File: config.mk
export PLATFORM = sky130hd
export DESIGN_NAME = mod_updown_counter
export DESIGN_NICKNAME = d
export VERILOG_FILES = /design/src/rtl/counter_pkg.sv /design/src/rtl/counter_next.sv /design/src/rtl/mod_updown_counter.sv
export SDC_FILE = /design/constraint.sdc
export NUM_CORES = 1
export LEC_CHECK = 0
export BUFFER_PORTS_ARGS = -buffer_cell sky130_fd_sc_hd__buf_2
export CAP_MARGIN = 20
export CORE_AREA = 5 5 55 57
export DETAILED_ROUTE_END_ITERATION = 10
export DIE_AREA = 0 0 60 62
export GPL_ROUTABILITY_DRIVEN = 1
export PLACE_DENSITY = 0.5
export SYNTH_ARGS = -nofsm -noshare
export SYNTH_HDL_FRONTEND = slang
export SYNTH_SLANG_ARGS = --single-unit
File: constraint.sdc
create_clock -name clk_i -period 2 [get_ports clk_i]
set_input_delay 0.4 -clock clk_i [delete_from_list [all_inputs] [get_ports clk_i]]
set_output_delay 0.4 -clock clk_i [all_outputs]
set_load 0.01 [all_outputs]
File: src/rtl/counter_pkg.sv
// Shared constants for the up/down counter: direction encoding and legal WIDTH range.
package counter_pkg;

    localparam logic CNT_UP   = 1'b1;
    localparam logic CNT_DOWN = 1'b0;

    localparam int CNT_WIDTH_MIN = 2;
    localparam int CNT_WIDTH_MAX = 32;

endpackage : counter_pkg

File: src/rtl/counter_next.sv
// Combinational next-state logic for mod_updown_counter.
// `COUNTER_SAT_EN selects saturating behaviour at the boundaries instead of wrapping.
module counter_next
    import counter_pkg::*;
#(
    parameter int WIDTH = 4
) (
    input  logic [WIDTH-1:0] count_i,
    input  logic [WIDTH-1:0] max_val_i,
    input  logic             up_i,
    input  logic             en_i,
    input  logic             load_i,
    input  logic [WIDTH-1:0] load_val_i,
    output logic [WIDTH-1:0] count_d_o,
    output logic             tc_d_o
);

    localparam logic [WIDTH-1:0] ZERO = {WIDTH{1'b0}};
    localparam logic [WIDTH-1:0] ONE  = {{(WIDTH-1){1'b0}}, 1'b1};

    // Bound checks come before the step, so the +1/-1 never needs a carry.
    always_comb begin
        count_d_o = count_i;
        tc_d_o    = 1'b0;
        if (load_i) begin
            count_d_o = (load_val_i > max_val_i) ? max_val_i : load_val_i;
            tc_d_o    = 1'b0;
        end else if (en_i) begin
            case (up_i)
                CNT_UP: begin
                    if (count_i >= max_val_i) begin
`ifdef COUNTER_SAT_EN
                        count_d_o = max_val_i;
`else
                        count_d_o = ZERO;
`endif
                        tc_d_o    = 1'b1;
                    end else begin
                        count_d_o = count_i + ONE;
                        tc_d_o    = 1'b0;
                    end
                end
                CNT_DOWN: begin
                    if (count_i == ZERO) begin
`ifdef COUNTER_SAT_EN
                        count_d_o = ZERO;
`else
                        count_d_o = max_val_i;
`endif
                        tc_d_o    = 1'b1;
                    end else if (count_i > max_val_i) begin
                        count_d_o = max_val_i;
                        tc_d_o    = 1'b0;
                    end else begin
                        count_d_o = count_i - ONE;
                        tc_d_o    = 1'b0;
                    end
                end
                default: begin
                    count_d_o = count_i;
                    tc_d_o    = 1'b0;
                end
            endcase
        end else begin
            count_d_o = count_i;
            tc_d_o    = 1'b0;
        end
    end

endmodule : counter_next

File: src/rtl/mod_updown_counter.sv
// Parametrised up/down counter with programmable modulus, load and registered terminal-count pulse.
// Define COUNTER_SAT_EN for saturating instead of wrapping behaviour; ports are unchanged.
module mod_updown_counter
    import counter_pkg::*;
#(
    parameter int WIDTH = 4
) (
    input  logic             clk_i,
    input  logic             reset_i,
    input  logic             en_i,
    input  logic             up_i,
    input  logic             load_i,
    input  logic [WIDTH-1:0] load_val_i,
    input  logic [WIDTH-1:0] max_val_i,
    output logic [WIDTH-1:0] count_o,
    output logic             tc_o,
    output logic             at_max_o,
    output logic             at_min_o
);

    if (WIDTH < CNT_WIDTH_MIN || WIDTH > CNT_WIDTH_MAX) begin : g_width_check
        $error("mod_updown_counter: WIDTH out of range");
    end

    logic [WIDTH-1:0] count_q;
    logic [WIDTH-1:0] count_d;
    logic             tc_q;
    logic             tc_d;

    counter_next #(
        .WIDTH(WIDTH)
    ) u_next (
        .count_i    (count_q),
        .max_val_i  (max_val_i),
        .up_i       (up_i),
        .en_i       (en_i),
        .load_i     (load_i),
        .load_val_i (load_val_i),
        .count_d_o  (count_d),
        .tc_d_o     (tc_d)
    );

    // Count and terminal-count registers with synchronous reset.
    always_ff @(posedge clk_i) begin
        if (reset_i) begin
            count_q <= {WIDTH{1'b0}};
            tc_q    <= 1'b0;
        end else begin
            count_q <= count_d;
            tc_q    <= tc_d;
        end
    end

    assign count_o  = count_q;
    assign tc_o     = tc_q;
    assign at_max_o = (count_q >= max_val_i);
    assign at_min_o = (count_q == {WIDTH{1'b0}});

endmodule : mod_updown_counter

### After elaboration in Yosys (flattened, before gate mapping)

Cells that the tools add are included.
Widths: inputs -> output; s select.

* add/sub/neg operators: 2
* reduce and logical (&&, ||, !) cells: 3
* order comparisons: 3
* equal/unequal tests: 0
* multiply operators: 0
* divide/modulo/power cells: 0
* mux-type cells: 10
* shift-type cells: 0
* bitwise operators: 2

Operators with widths (number)
* $mux 4: 6
* $gt 4x4->1: 2
* $pmux 4 s2: 1
* $add 4x1->4 const B: 1
* $ge 4x4->1: 1
* $logic_not 4->1: 1
* $sub 4x1->4 const B: 1
* $reduce_or 3->1: 1
* $mux 1: 2
* $not 1->1: 2
* $pmux 1 s2: 1
* $reduce_bool 2->1: 1

* bits in latches: 0
* bits in registers: 5
* bits in read-only memories: 0
* input port bits: 13
* memories: 0
* memory bits (writable): 0
* word-level logic and storage cells: 22

### Logic depth before layout (Yosys ltp)

Gate-level depths: netlist (run 1).

* word-level depth: 6
* depth in mapped cells: 9

### Hierarchy

A second synthesis (run 1) with hierarchy kept.

* cell total of the unflattened synthesis: 104
* area total of the unflattened synthesis: 839.6 um^2

Modules (own cells, without submodules)
* counter_next: cells each 80, times used 1, area an instance 581.8 um^2, seq. area each 0.0 um^2
* mod_updown_counter: cells each 24, times used 1, area an instance 257.7 um^2, seq. area each 100.1 um^2

### Least setup slack after synthesis (run 1)

No wires, ideal clock.

* path kind: input port to flip-flop
* start point: in max_val_i[1]
* end point: reg count_q[0], in the netlist count_o[0]
* arrival time: 1912 ps
* path slack: -28 ps
* stages on the path: 8
* data required time: 1884 ps
* cells stage by stage: inv_1 ha_1 nor2b_1 o211a_1 o21ai_2 a21oi_1 a221o_1 and3_1

* longest elaborated chain between the ends: 6
* elaborated cells on any way between the ends: 10
* classes of those cells: 3 x order compare; 7 x mux

RTL lines
* from (decl): RTL line mod_updown_counter.sv:14 `input logic [WIDTH-1:0] max_val_i,`
* $gt 4x4->1: RTL line counter_next.sv:51 `end else if (count_i > max_val_i) begin`
* $mux 4: RTL line counter_next.sv:51
* $mux 4: RTL line counter_next.sv:44 `if (count_i == ZERO) begin`
* $pmux 4 s2: RTL line counter_next.sv:29 `case (up_i)`
* $mux 4: RTL line counter_next.sv:28 `end else if (en_i) begin`
* $mux 4 *: RTL line counter_next.sv:25 `if (load_i) begin`
* to (signal assigned): RTL line mod_updown_counter.sv:46 `count_q <= {WIDTH{1'b0}};`
* to (signal assigned): RTL line mod_updown_counter.sv:49 `count_q <= count_d;`
* to (decl): RTL line mod_updown_counter.sv:25 `logic [WIDTH-1:0] count_q;`

Mark *: on every way between the ends. The rest lies on a longest branch, timed or not. The select of a mux whose other input is x is not followed.
A chain may end at the register's enable or synchronous reset.

### Worst setup path in the final report (run 1)

* start point: reg count_q[1], in the netlist count_o[1]
* end point: reg count_q[0], in the netlist count_o[0]

* longest elaborated chain between the ends: 6
* elaborated cells on any way between the ends: 9
* classes of those cells: 2 x order compare; 6 x mux; 1 x reduce/logical

RTL lines (RTL line)
* $gt 4x4->1: counter_next.sv:51
* $mux 4: counter_next.sv:51
* $mux 4: counter_next.sv:44
* $pmux 4 s2 *: counter_next.sv:29
* $mux 4 *: counter_next.sv:28
* $mux 4 *: counter_next.sv:25

Marked as above.

==> metrics, run 1 <==
hold_sp=reset_i; initial antenna violation count=0; most frequent cell after synthesis=ha_1; Syn Std Cell Area=699 um2; CTS tree=done; clock tree sinks=5; Final TNS setup=0 ps; GR Util met1=16.7%; largest family of logic cells by synthesized area=simple AND/OR/NAND/NOR gates; PwrDens=572 nW/um2; Synth Warn #=0; worst path arrival time=2100 ps; final period utilization=97.1%; Final Wtd Congestion=0.834; multi-input logic area=631 um2; CP required=2150 ps; Seq cells post-synth=5; Post-Synth Adder-Cell Area=17.9%; mux share of post-synthesis cell area=1.43%; Mean Syn Cell Area=7.36 um2; root buf cell=clkbuf_4; synth top area cells=ha_1 (18%), dfxtp_1 (14%), nor3_1 (5.7%); Post-synth EDFFs=0; total power=0.621 mW; DP HPWL=1970 um; layout cells sized above 1=44.9%; Row Count=18; Routed WL=2470 um; post-synth cell types=36; final setup violation count=0; Achievable Freq=0.515 GHz; nets=160; commonest cells in the netlist=ha_1 (10), nor3_1 (8), inv_1 (7), nor2_1 (7), o21ai_0 (7); share of the synthesized area in the top cell type=17.9%; gr usage total=13.7%; Synth Area in XOR/XNOR=5.01%; Mapped Cells=95; Worst-Skew Late Latency=260 ps; worst-path fanout max=4; kind of critical path=reg -> reg; Syn Nets=118; VDD IR max=225 uV; CTS Hold Bufs=0; critical path capture point type=register; max cap viols=0; port bufs=19; Slew HR=77.0%; reg2reg start=count_o[1]$_SDFFE_PP0P_; M2 GR Usage=23.1%; ANT nets after route=0; global-route wire length before repair=3750 um; WL/cell=14.9 um; worst hold margin=387 ps; Register Area=104 um2; sequential fraction of the synthesis area=14.3%; I/O Pins=20; Fillers=267; Crit. Startpoint=count_o[1]$_SDFFE_PP0P_; worst slew pin tran=344 ps; vias in the first global route=799; grt peak-use layer=met2; fin area=1090 um2; Remaining DRCs=0; Setup crit start kind=register; Period minus WS final=1940 ps; Setup Skew=5.62 ps; dominant cell type by area after synthesis=ha_1; Die ar.=3720 um2; Hold Fails Final Rpt=0; Synth Area in Compound Gates=26.7%; ys async rst share=0%; Num CTS Buffers=3; global route total overflow=0; clock buffer depth=2; met3 Usage GRT=3.93%; Starting Density=28.8%; simple-gate share of the synthesized area=29.2%; DR iter-0 viols=11; Final Slew Violations=0; unrepaired setup endpoints after global routing=yes; die height=62 um; clock slew at reported path FFs=50 ps; largest net degree at the start of global routing=12; Diodes inserted=0; Hold Crit Class=in -> reg; Core Box Area=2430 um2; Final Util=44.7%; ys flop type=dfxtp_1; Layout Area Growth over Synthesis=55.3%; Via Count=848; status=complete, no violations; Post-DP Area=955 um2; die span in x=60 um; Leak=0.520 nW; Vias/cell=5.11; First-pass DRT Iterations=4; CTS H-tree lvls=1
critical path: stages (launching register included):
cell     delay (ps)
dfxtp_4         360
buf_6           120
inv_2            50
ha_4            120
or3b_4          410
inv_4            90
nor2_4           40
a21oi_2         100
nor2_1           60
a221o_1         310
and3_1          180
layer usage:
metal | share of wire, % | up-vias
met2 | 48 | 29
met1 | 43 | 378
met5 | 0 | -
li1 | - | 438
met4 | 1.5 | 0
met3 | 7.7 | 3
layout make-up:
class                      instances  area share, %
inverter                           8           3.00
multi-input combinational         80           58.1
timing repair buffer              39           23.5
sequential                         5           9.56
tap                               30           3.46
clock buffer                       4           2.42
metrics by stage:
step	std cells	setup WS (ps)
final	166	57.5
after global placement	159	-130
after floorplan	95	8.87
after detailed placement	159	-230
after global routing	166	-3.31
after CTS	163	0.338
timing repair:
action	in CTS	in global routing
endpoints found under the setup margin	4	4
pin swaps	0	8
buffers inserted	0	3
resized for setup	1	18
final timing paths:
check | to | slack, ps | cells past startpoint
min | tc_o$_SDFF_PP0_ | 390 | 2
max | count_o[0]$_SDFFE_PP0P_ | 60 | 10
max reg2reg | count_o[0]$_SDFFE_PP0P_ | 60 | 10
min reg2reg | count_o[3]$_SDFFE_PP0P_ | 770 | 4
cell usage in the layout (no fill, tap or decap), drive strengths merged, types with 3 or more instances in the layout:
master and instances:
clkbuf 4, buf 39, nor2 8, and3 3, a21oi 4, dfxtp 5
o21ai 9, ha 10, nand2 5, nor3 8, inv 8, a211oi 3
nand3 4
cells by family after synthesis:
logic type	Yosys count
and+or+nand+nor	38
buffers and inverters	10
DFF	5
AOI/OAI and AO/OA	27
muxes	1
xor gates and xnor gates	4
adders and majority gates	10
power breakdown:
| group | total (mW) | switching, mW | internal [mW] |
|---|---|---|---|
| sequential | 0.122 | 0.0107 | 0.111 |
| clock | 0.128 | 0.0523 | 0.0761 |
| combinational | 0.371 | 0.184 | 0.187 |
| total | 0.621 | 0.247 | 0.374 |
state kept, by name (all words and copies together), names as in the netlist:
| register | count |
|---|---|
| tc_o | 1 |
| count_o | 4 |
Power figures use the tool's default switching activity.
==> run 2, diff against run 1 <==
==> constraint.sdc (replaced) <==
create_clock -name clk_i -period 2 [get_ports clk_i]
set_input_delay 0.1 -clock clk_i [delete_from_list [all_inputs] [get_ports clk_i]]
set_output_delay 0.1 -clock clk_i [all_outputs]
set_load 0.01 [all_outputs]
==> run 2 against run 1 <==
Against the previous run: sequential share of layout area increased by 1.6 points; worst setup slack improved by 14 ps; clock skew increased by 6.4 ps; clock power decreased by 4%; design area decreased by 16%; register-to-register slack about the same; fmax increased by 0.71%; die area unchanged; highest routed layer unchanged.
==> metrics, run 2 (same netlist as run 1, synthesis figures left out) <==
status=complete, no violations; clock buffer depth=2; root buf cell=clkbuf_4; Crit. path cell count=7; Num CTS Buffers=3; Row Count=18; initial antenna violation count=0; Slew HR=78.5%; Final Util=37.3%; Period minus WS final=1930 ps; Final TNS setup=0 ps; Worst-Skew Late Latency=250 ps; most common cell after layout, fill and taps aside=buf_2; die height=62 um; Setup Slack @ Placement=13.1 ps; hold_sp=reset_i; CTS Hold Bufs=0; total power=0.527 mW; port bufs=19; worst hold stages=2; PwrDens=581 nW/um2; final setup violation count=0; unrepaired setup endpoints after global routing=no; die span in x=60 um; WL/cell=14.2 um; worst r2r path cells=7; largest net degree at the start of global routing=12; Critical Path, Cell by Cell=ha_1 > nor2b_1 > o211a_1 > o21ai_4 > a21oi_2 > a221o_1 > and3_1; Setup crit start kind=register; Core Box Area=2430 um2; Via Count=813; Final Wtd Congestion=0.820; worst path arrival time=2060 ps; worst slew pin tran=323 ps; Hold Fails Final Rpt=0; Largest register FFs=4; ANT nets after route=0; final period utilization=96.4%; Hold Crit Class=in -> reg; Endpoint, Worst Hold=tc_o$_SDFF_PP0_; nets=146; reg2reg start=count_o[1]$_SDFFE_PP0P_; Leak=0.451 nW; CTS H-tree lvls=1; Die ar.=3720 um2; Final WS setup=71.3 ps; vias in the first global route=797; max cap viols=0; clock slew at reported path FFs=50 ps; DP HPWL=1800 um; layout cells sized above 1=29.5%; Reg2Reg Capture Point=count_o[0]$_SDFFE_PP0P_; global-route wire length before repair=3720 um; First-pass DRT Iterations=4; worst-path fanout max=6; CTS tree=done; clock tree sinks=5; I/O Pins=20; R2R Setup Slk=70 ps; global route total overflow=0; VDD IR max=177 uV; DR iter-0 viols=15; Routed WL=2160 um; Worst path slowest cell=a221o_1; CP required=2130 ps; Starting Density=28.8%; Vias/cell=5.35; CP top delay family=compound AO/OA/AOI/OAI gates; Remaining DRCs=0; Achievable Freq=0.518 GHz; Layout Area Growth over Synthesis=29.7%; post-CTS setup buffer count=0; gr usage total=13.2%; Final Slew Violations=0; commonest cells after routing, fill and taps aside=buf_2 (19), ha_1 (10), nor3_1 (8); kind of critical path=reg -> reg; Worst path max stage delay=340 ps; CP Buf/Inv Count=0; critical path capture point type=register; Setup Skew=12.1 ps; Diodes inserted=0
## run 2: cell count changes in the layout (fill, tap and decap cells not counted), sizes merged
cell | previous run | this run
buf | 39 | 25
## run 2: worst max-delay path by stage
stage | start | slack (ps) | to
after detailed placement | max_val_i[1] | 10 | count_o[0]$_SDFFE_PP0P_
final | count_o[1]$_SDFFE_PP0P_ | 70 | count_o[0]$_SDFFE_PP0P_
after CTS | count_o[1]$_SDFFE_PP0P_ | 30 | count_o[0]$_SDFFE_PP0P_
after global placement | max_val_i[1] | 30 | count_o[0]$_SDFFE_PP0P_
after global routing | count_o[1]$_SDFFE_PP0P_ | 4 | count_o[0]$_SDFFE_PP0P_
after floorplan | count_o[1]$_SDFFE_PP0P_ | 80 | count_o[0]$_SDFFE_PP0P_
## run 2: area by class of cell
cell class / instances / area, um2
repair buffers: 25 / 140
inverters: 8 / 30.0
multi-input cells: 80 / 572
clock buffers: 4 / 26.3
well taps: 30 / 37.5
fillers: 284 / 1530
flip-flops and latches: 5 / 101
## run 2: per-layer routing
metal / routed length (um) / vias up / global-route usage, %
li1: - / 411 / -
met4: 10 / 0 / 4.75
met1: 963 / 370 / 16.1
met5: 0 / - / 0
met2: 1010 / 30 / 22.4
met3: 172 / 2 / 3.51
## run 2: through the flow
stage               hold WS, ps  area [um2]  std cells
detailed placement          364         870        148
CTS                         117         903        152
global route                123         907        152
global placement            368         870        148
floorplan                   179         701         95
finish                      118         907        152
## run 2: what timing repair did
| action | CTS | global route |
|---|---|---|
| pin swaps | 0 | 1 |
| resized for setup | 1 | 1 |
| setup endpoints to repair | 1 | 1 |
## run 2: report_power, final
| group | internal, mW | total, mW | switching (mW) |
|---|---|---|---|
| logic | 0.128 | 0.285 | 0.157 |
| registers | 0.111 | 0.118 | 0.00705 |
| clock network | 0.0758 | 0.123 | 0.0477 |
| total | 0.315 | 0.527 | 0.212 |
